[src/rtl/multicycle_alu_pkg.sv]
// Shared opcode bit positions, opcode masks and FSM state codes for the multicycle ALU.
`default_nettype none

package multicycle_alu_pkg;

    localparam int OP_MUL = 0;
    localparam int OP_ADD = 1;
    localparam int OP_SUB = 2;
    localparam int OP_INC = 3;
    localparam int OP_DEC = 4;
    localparam int OP_AND = 5;
    localparam int OP_OR  = 6;
    localparam int OP_NOT = 7;

    localparam logic [7:0] OPM_MUL = 8'h01;
    localparam logic [7:0] OPM_ADD = 8'h02;
    localparam logic [7:0] OPM_SUB = 8'h04;
    localparam logic [7:0] OPM_INC = 8'h08;
    localparam logic [7:0] OPM_DEC = 8'h10;
    localparam logic [7:0] OPM_AND = 8'h20;
    localparam logic [7:0] OPM_OR  = 8'h40;
    localparam logic [7:0] OPM_NOT = 8'h80;

    localparam logic [1:0] ST_IDLE = 2'd0;
    localparam logic [1:0] ST_BUSY = 2'd1;
    localparam logic [1:0] ST_DONE = 2'd2;

    // Exactly one bit set: nonzero and clearing the lowest set bit leaves nothing.
    function automatic logic is_onehot(input logic [7:0] v);
        return (v != 8'd0) && ((v & (v - 8'd1)) == 8'd0);
    endfunction

endpackage

`default_nettype wire

[src/rtl/alu_comb.sv]
// Combinational datapath for the single-cycle ALU operations and their status flag.
`default_nettype none

module alu_comb
    import multicycle_alu_pkg::*;
#(
    parameter int WIDTH = 8,
    parameter int NOPS  = 8
) (
    input  logic [NOPS-1:0]  op,
    input  logic [WIDTH-1:0] a,
    input  logic [WIDTH-1:0] b,
    output logic [WIDTH-1:0] result,
    output logic             flag,
    output logic             err
);

    logic [WIDTH:0] add_sum;
    logic [WIDTH:0] sub_sum;

    assign add_sum = {1'b0, a} + {1'b0, b};
    // Two's-complement subtract; the carry out is the inverse of the borrow.
    assign sub_sum = {1'b0, a} + {1'b0, ~b} + {{WIDTH{1'b0}}, 1'b1};

    always_comb begin
        result = '0;
        flag   = 1'b0;
        err    = !is_onehot(op);
        case (op)
            OPM_ADD: begin
                result = add_sum[WIDTH-1:0];
                flag   = add_sum[WIDTH];
            end
            OPM_SUB: begin
                result = sub_sum[WIDTH-1:0];
                flag   = !sub_sum[WIDTH];
            end
            OPM_INC: begin
                result = a + {{(WIDTH-1){1'b0}}, 1'b1};
                flag   = &a;
            end
            OPM_DEC: begin
                result = a - {{(WIDTH-1){1'b0}}, 1'b1};
                flag   = (a == '0);
            end
            OPM_AND: result = a & b;
            OPM_OR:  result = a | b;
            OPM_NOT: result = ~a;
            default: begin
                result = '0;
                flag   = 1'b0;
            end
        endcase
    end

endmodule

`default_nettype wire

[src/rtl/multicycle_alu.sv]
// Handshaked ALU: single-cycle logic/arithmetic ops plus a WIDTH-cycle shift-add multiplier.
`default_nettype none

module multicycle_alu
    import multicycle_alu_pkg::*;
#(
    parameter int WIDTH = 8,
    parameter int NOPS  = 8
) (
    input  logic             clk,
    input  logic             rst_n,
    input  logic             in_valid,
    output logic             in_ready,
    input  logic [NOPS-1:0]  op,
    input  logic [WIDTH-1:0] data1,
    input  logic [WIDTH-1:0] data2,
    output logic             out_valid,
    input  logic             out_ready,
    output logic [WIDTH-1:0] out,
    output logic [WIDTH-1:0] out_hi,
    output logic             flag,
    output logic             zero,
    output logic             err
);

    localparam int CW = $clog2(WIDTH + 1);

    logic [1:0]       state;
    logic [CW-1:0]    count;
    logic [WIDTH-1:0] mcand;
    logic [WIDTH-1:0] mplier;
    logic [WIDTH-1:0] acc_hi;

    logic [WIDTH-1:0] alu_res;
    logic             alu_flag;
    logic             alu_err;
    logic             accept;
    logic             is_mul;
    logic [WIDTH:0]   step_sum;
    logic [WIDTH-1:0] hi_next;
    logic [WIDTH-1:0] lo_next;

    alu_comb #(
        .WIDTH (WIDTH),
        .NOPS  (NOPS)
    ) u_alu_comb (
        .op     (op),
        .a      (data1),
        .b      (data2),
        .result (alu_res),
        .flag   (alu_flag),
        .err    (alu_err)
    );

    assign in_ready  = (state == ST_IDLE) || ((state == ST_DONE) && out_ready);
    assign out_valid = (state == ST_DONE);
    assign accept    = in_valid && in_ready;
    assign is_mul    = (op == OPM_MUL);

    // One shift-add step: the low half of the product shifts in through mplier.
    assign step_sum = {1'b0, acc_hi} + (mplier[0] ? {1'b0, mcand} : {(WIDTH+1){1'b0}});
    assign hi_next  = step_sum[WIDTH:1];
    assign lo_next  = {step_sum[0], mplier[WIDTH-1:1]};

    always_ff @(posedge clk or negedge rst_n) begin
        if (!rst_n) begin
            state  <= ST_IDLE;
            count  <= '0;
            mcand  <= '0;
            mplier <= '0;
            acc_hi <= '0;
            out    <= '0;
            out_hi <= '0;
            flag   <= 1'b0;
            zero   <= 1'b0;
            err    <= 1'b0;
        end else begin
            case (state)
                ST_IDLE, ST_DONE: begin
                    if (accept) begin
                        if (is_mul) begin
                            state  <= ST_BUSY;
                            mcand  <= data1;
                            mplier <= data2;
                            acc_hi <= '0;
                            count  <= CW'(WIDTH);
                        end else begin
                            state  <= ST_DONE;
                            out    <= alu_res;
                            out_hi <= '0;
                            flag   <= alu_flag;
                            zero   <= (alu_res == '0);
                            err    <= alu_err;
                        end
                    end else if (state == ST_DONE && out_ready) begin
                        state <= ST_IDLE;
                    end
                end
                ST_BUSY: begin
                    acc_hi <= hi_next;
                    mplier <= lo_next;
                    count  <= count - CW'(1);
                    if (count == CW'(1)) begin
                        state  <= ST_DONE;
                        out    <= lo_next;
                        out_hi <= hi_next;
                        flag   <= |hi_next;
                        zero   <= ~|{hi_next, lo_next};
                        err    <= 1'b0;
                    end
                end
                default: state <= ST_IDLE;
            endcase
        end
    end

endmodule

`default_nettype wire

[config.mk]
export PLATFORM = sky130hd
export DESIGN_NAME = multicycle_alu
export DESIGN_NICKNAME = d
export VERILOG_FILES = /design/src/rtl/multicycle_alu_pkg.sv /design/src/rtl/alu_comb.sv /design/src/rtl/multicycle_alu.sv
export SDC_FILE = /design/constraint.sdc
export NUM_CORES = 1
export LEC_CHECK = 0
export ABC_AREA = 1
export CAP_MARGIN = 20
export CORE_ASPECT_RATIO = 0.6
export CORE_UTILIZATION = 59
export DETAILED_ROUTE_END_ITERATION = 8
export PLACE_DENSITY = 0.82
export REMOVE_ABC_BUFFERS = 1
export SETUP_SLACK_MARGIN = 0.1
export SYNTH_ARGS = -nofsm -noshare
export SYNTH_HDL_FRONTEND = slang
export SYNTH_SLANG_ARGS = --single-unit
[constraint.sdc]
create_clock -name clk -period 3.8 [get_ports clk]
set_clock_uncertainty 0.2 [all_clocks]
set_input_delay 0.76 -clock clk [delete_from_list [all_inputs] [get_ports clk]]
set_output_delay 0.76 -clock clk [all_outputs]
set_load 0.005 [all_outputs]
==> results_dict.tcl <==
set metrics [dict create \
    outcome "finished clean" \
    avgRoutedWirePerCell_um 16.3 \
    row_count 24 \
    num_io_pins 49 \
    cts_buffer_depth 2 \
    finalNetCount 770 \
    htreeDepth 2 \
    grt_antenna_before_repair 0 \
    fin_tns_setup_ns 0 \
    holdBufCountCts 0 \
    drt-initial-drc-count 503 \
    cts.clk_slew.worst_paths_ns 0.07 \
    hp-class "primary input to async pin" \
    path_cells "clkdlybuf4s50_1 -> nor2_2 -> nand2_4 -> inv_4 -> nand2_4 -> clkinv_2 -> ha_1 -> or2_2 -> nand2_1 -> nand2_1 -> nand3_1 -> nand3_1 -> nor2_1 -> nand2_1 -> nor2_2 -> nand3_1 -> a21oi_1" \
    crit_path_max_fanout 14 \
    synthFlopType "dfrtp_1" \
    setup_ws_ns 0.412 \
    fillerInstances 650 \
    slowest_stage "clkdlybuf4s50_1" \
    multi_input_area_um2 2710 \
    worstSetupStartpointType "primary input" \
    synth_top_cell_by_area "dfrtp_1" \
    cp_slowest_stage_delay_ns 0.48 \
    pwr_density_cell_nw_per_um2 313 \
    numCtsBuffers 5 \
    postSynthAreaPerCell_um2 6.82 \
    seq_area_um2 1230 \
    layout-drive-gt1-share 0.0701 \
    irDropWorstVdd_mv 0.266 \
    synthToLayoutAreaGrowth_pct 17.3 \
    cts-root-buf "clkbuf_16" \
    cts_resized 0 \
    synth_edf_count 0 \
    start_util 0.609 \
    die_area_um2 7870 \
    yosysWarningCount 0 \
    synth-async-reset-ratio 1.00 \
    die_w_um 114 \
    tightestPinTransition_ns 0.661 \
    ys_seq_area_frac 0.277 \
    post-place-ws_ns 0.193 \
    place.gp.congestion 0.945 \
    fmax_ghz 0.295 \
    grt_pass1_vias 4090 \
    ys_ff_latch 49 \
    final_cell_mix "194 x nand2_1, 92 x inv_1, 64 x nand3_1" \
    finalCriticalPeriod_ns 3.39 \
    ant_nets 0 \
    grt_remaining_overflow 0 \
    slew_violations 0 \
    drc 0 \
    port_buffers 48 \
    cp.arrival_ns 3.41 \
    synthTopCellsByArea "dfrtp_1 28%, nand2_1 16%, ha_1 11%" \
    post_cts_buffers 0 \
    grt_max_degree 50 \
    vias 4566 \
    antenna_cells 0 \
    drtPass1Iterations 5 \
    p_leak_nw 2.85 \
    core_um2 7270 \
    cts.sinks 49 \
    synth_area_um2 4430 \
    finalCritPeriodShare 0.891 \
    dp.cells 794 \
    hpwl_mm 10.3 \
    track_usage 0.349 \
    critPathCaptureType "flip-flop" \
    layout_commonest_cell "nand2_1" \
    required_ns 3.82 \
    clkLatencyLatePin_ns 0.30 \
    rsz0062_at_grt "no" \
    viasPerCell 5.69 \
    critPathKind "primary input to flip-flop" \
    finalSetupViolations 0 \
    slew_headroom 0.559 \
    grt_pass1_wl_mm 21.1 \
    layoutNonFillerInstCount 803 \
    synthDistinctLibCells 44 \
    wl_mm 13.1 \
    die_h_um 69.1 \
    cts_tree "done" \
    final_hold_viol_count 0 \
    synth_top_area_frac 0.277 \
    drv_cap 0 \
    synth_cells 649 \
]
## sequential cells by signal (all words and copies together) (netlist names)
| register | count |
|---|---|
| acc_hi | 8 |
| count | 4 |
| err | 1 |
| flag | 1 |
| mcand | 8 |
| mplier | 8 |
| out | 8 |
| out_hi | 8 |
| state | 2 |
| zero | 1 |
## cell type report
type,count,share of cell area
clock buffer,5,0.0241
tap,104,0.0251
multi-input combinational,485,0.521
clock inverter,3,0.0132
timing repair buffer,57,0.107
sequential,49,0.236
inverter,100,0.0735
## cells in the mapped netlist (2+ instances only)
master / n
fa_1: 4
clkbuf_1: 4
dfrtp_1: 49
o31ai_1: 4
buf_6: 5
nor2_1: 50
ha_1: 40
nor4_1: 4
xor2_1: 5
nand2_4: 3
inv_2: 5
nor2_2: 3
nand3_1: 64
inv_4: 2
nand4_1: 13
or2_2: 3
o21ai_2: 2
o21ai_1: 8
nor2_4: 3
o2111ai_1: 2
a21oi_1: 18
nand2_2: 3
o221ai_1: 4
nand3b_1: 5
o21ai_0: 24
inv_1: 92
nand2_1: 194
a31oi_1: 4
o211ai_1: 6
o21a_1: 2
nand3_2: 5
o22ai_1: 3
buf_2: 4
xnor2_1: 2
## metrics by stage
| step | instance area, µm² | hold slack, ns | utilization | total power, mW |
|---|---|---|---|---|
| 3_3_place_gp | 4980 | 0.262 | 0.685 | 1.01 |
| 3_5_place_dp | 4980 | 0.266 | 0.685 | 1.02 |
| 6_report | 5190 | 0.104 | 0.715 | 1.62 |
| 2_1_floorplan | 4310 | 0.248 | - | 0.857 |
| 4_1_cts | 5170 | 0.283 | 0.712 | 1.61 |
| 5_1_grt | 5190 | 0.111 | 0.715 | 1.70 |
## final timing paths
kind,startpoint,end,slack [ns],cells after the start
min in group clk,out_hi[1],out_hi[1],0.28,2
max in group asynchronous,rst_n,mplier[6],2.80,2
worst min-delay path,rst_n,state[1],0.10,1
worst max-delay path,op[2],zero,0.41,17
worst max register to register,mplier[0],flag,1.05,14
worst min register to register,out_hi[1],out_hi[1],0.28,2
## per-layer routing
| metal | track usage | wire, µm | up-vias |
|---|---|---|---|
| met2 | 0.470 | 5080 | 218 |
| li1 | - | - | 2197 |
| met3 | 0.122 | 1470 | 12 |
| met5 | 0 | 0 | - |
| met1 | 0.539 | 6390 | 2139 |
| met4 | 0.0519 | 112 | 0 |
## logic make-up after synthesis
family / synth area share
simple gates: 0.355
buf+inv: 0.112
compound gates: 0.112
flops: 0.277
fa+ha+maj: 0.131
xor+xnor: 0.0138
## where the power goes
part	internal (mW)	leakage, nW	total [mW]	switching, mW
clock	0.380	0.0944	0.594	0.214
combinational	0.167	2.18	0.434	0.267
sequential	0.563	0.576	0.596	0.0330
## critical path: cells and delay by family
family,cells,cell delay [ns]
AO/OA/AOI/OAI,1,0.14
buffers and inverters,3,0.77
AND/OR/NAND/NOR,12,1.44
adder cells (fa/ha/maj),1,0.28
Note: power is estimated with default switching activity, not from simulation.
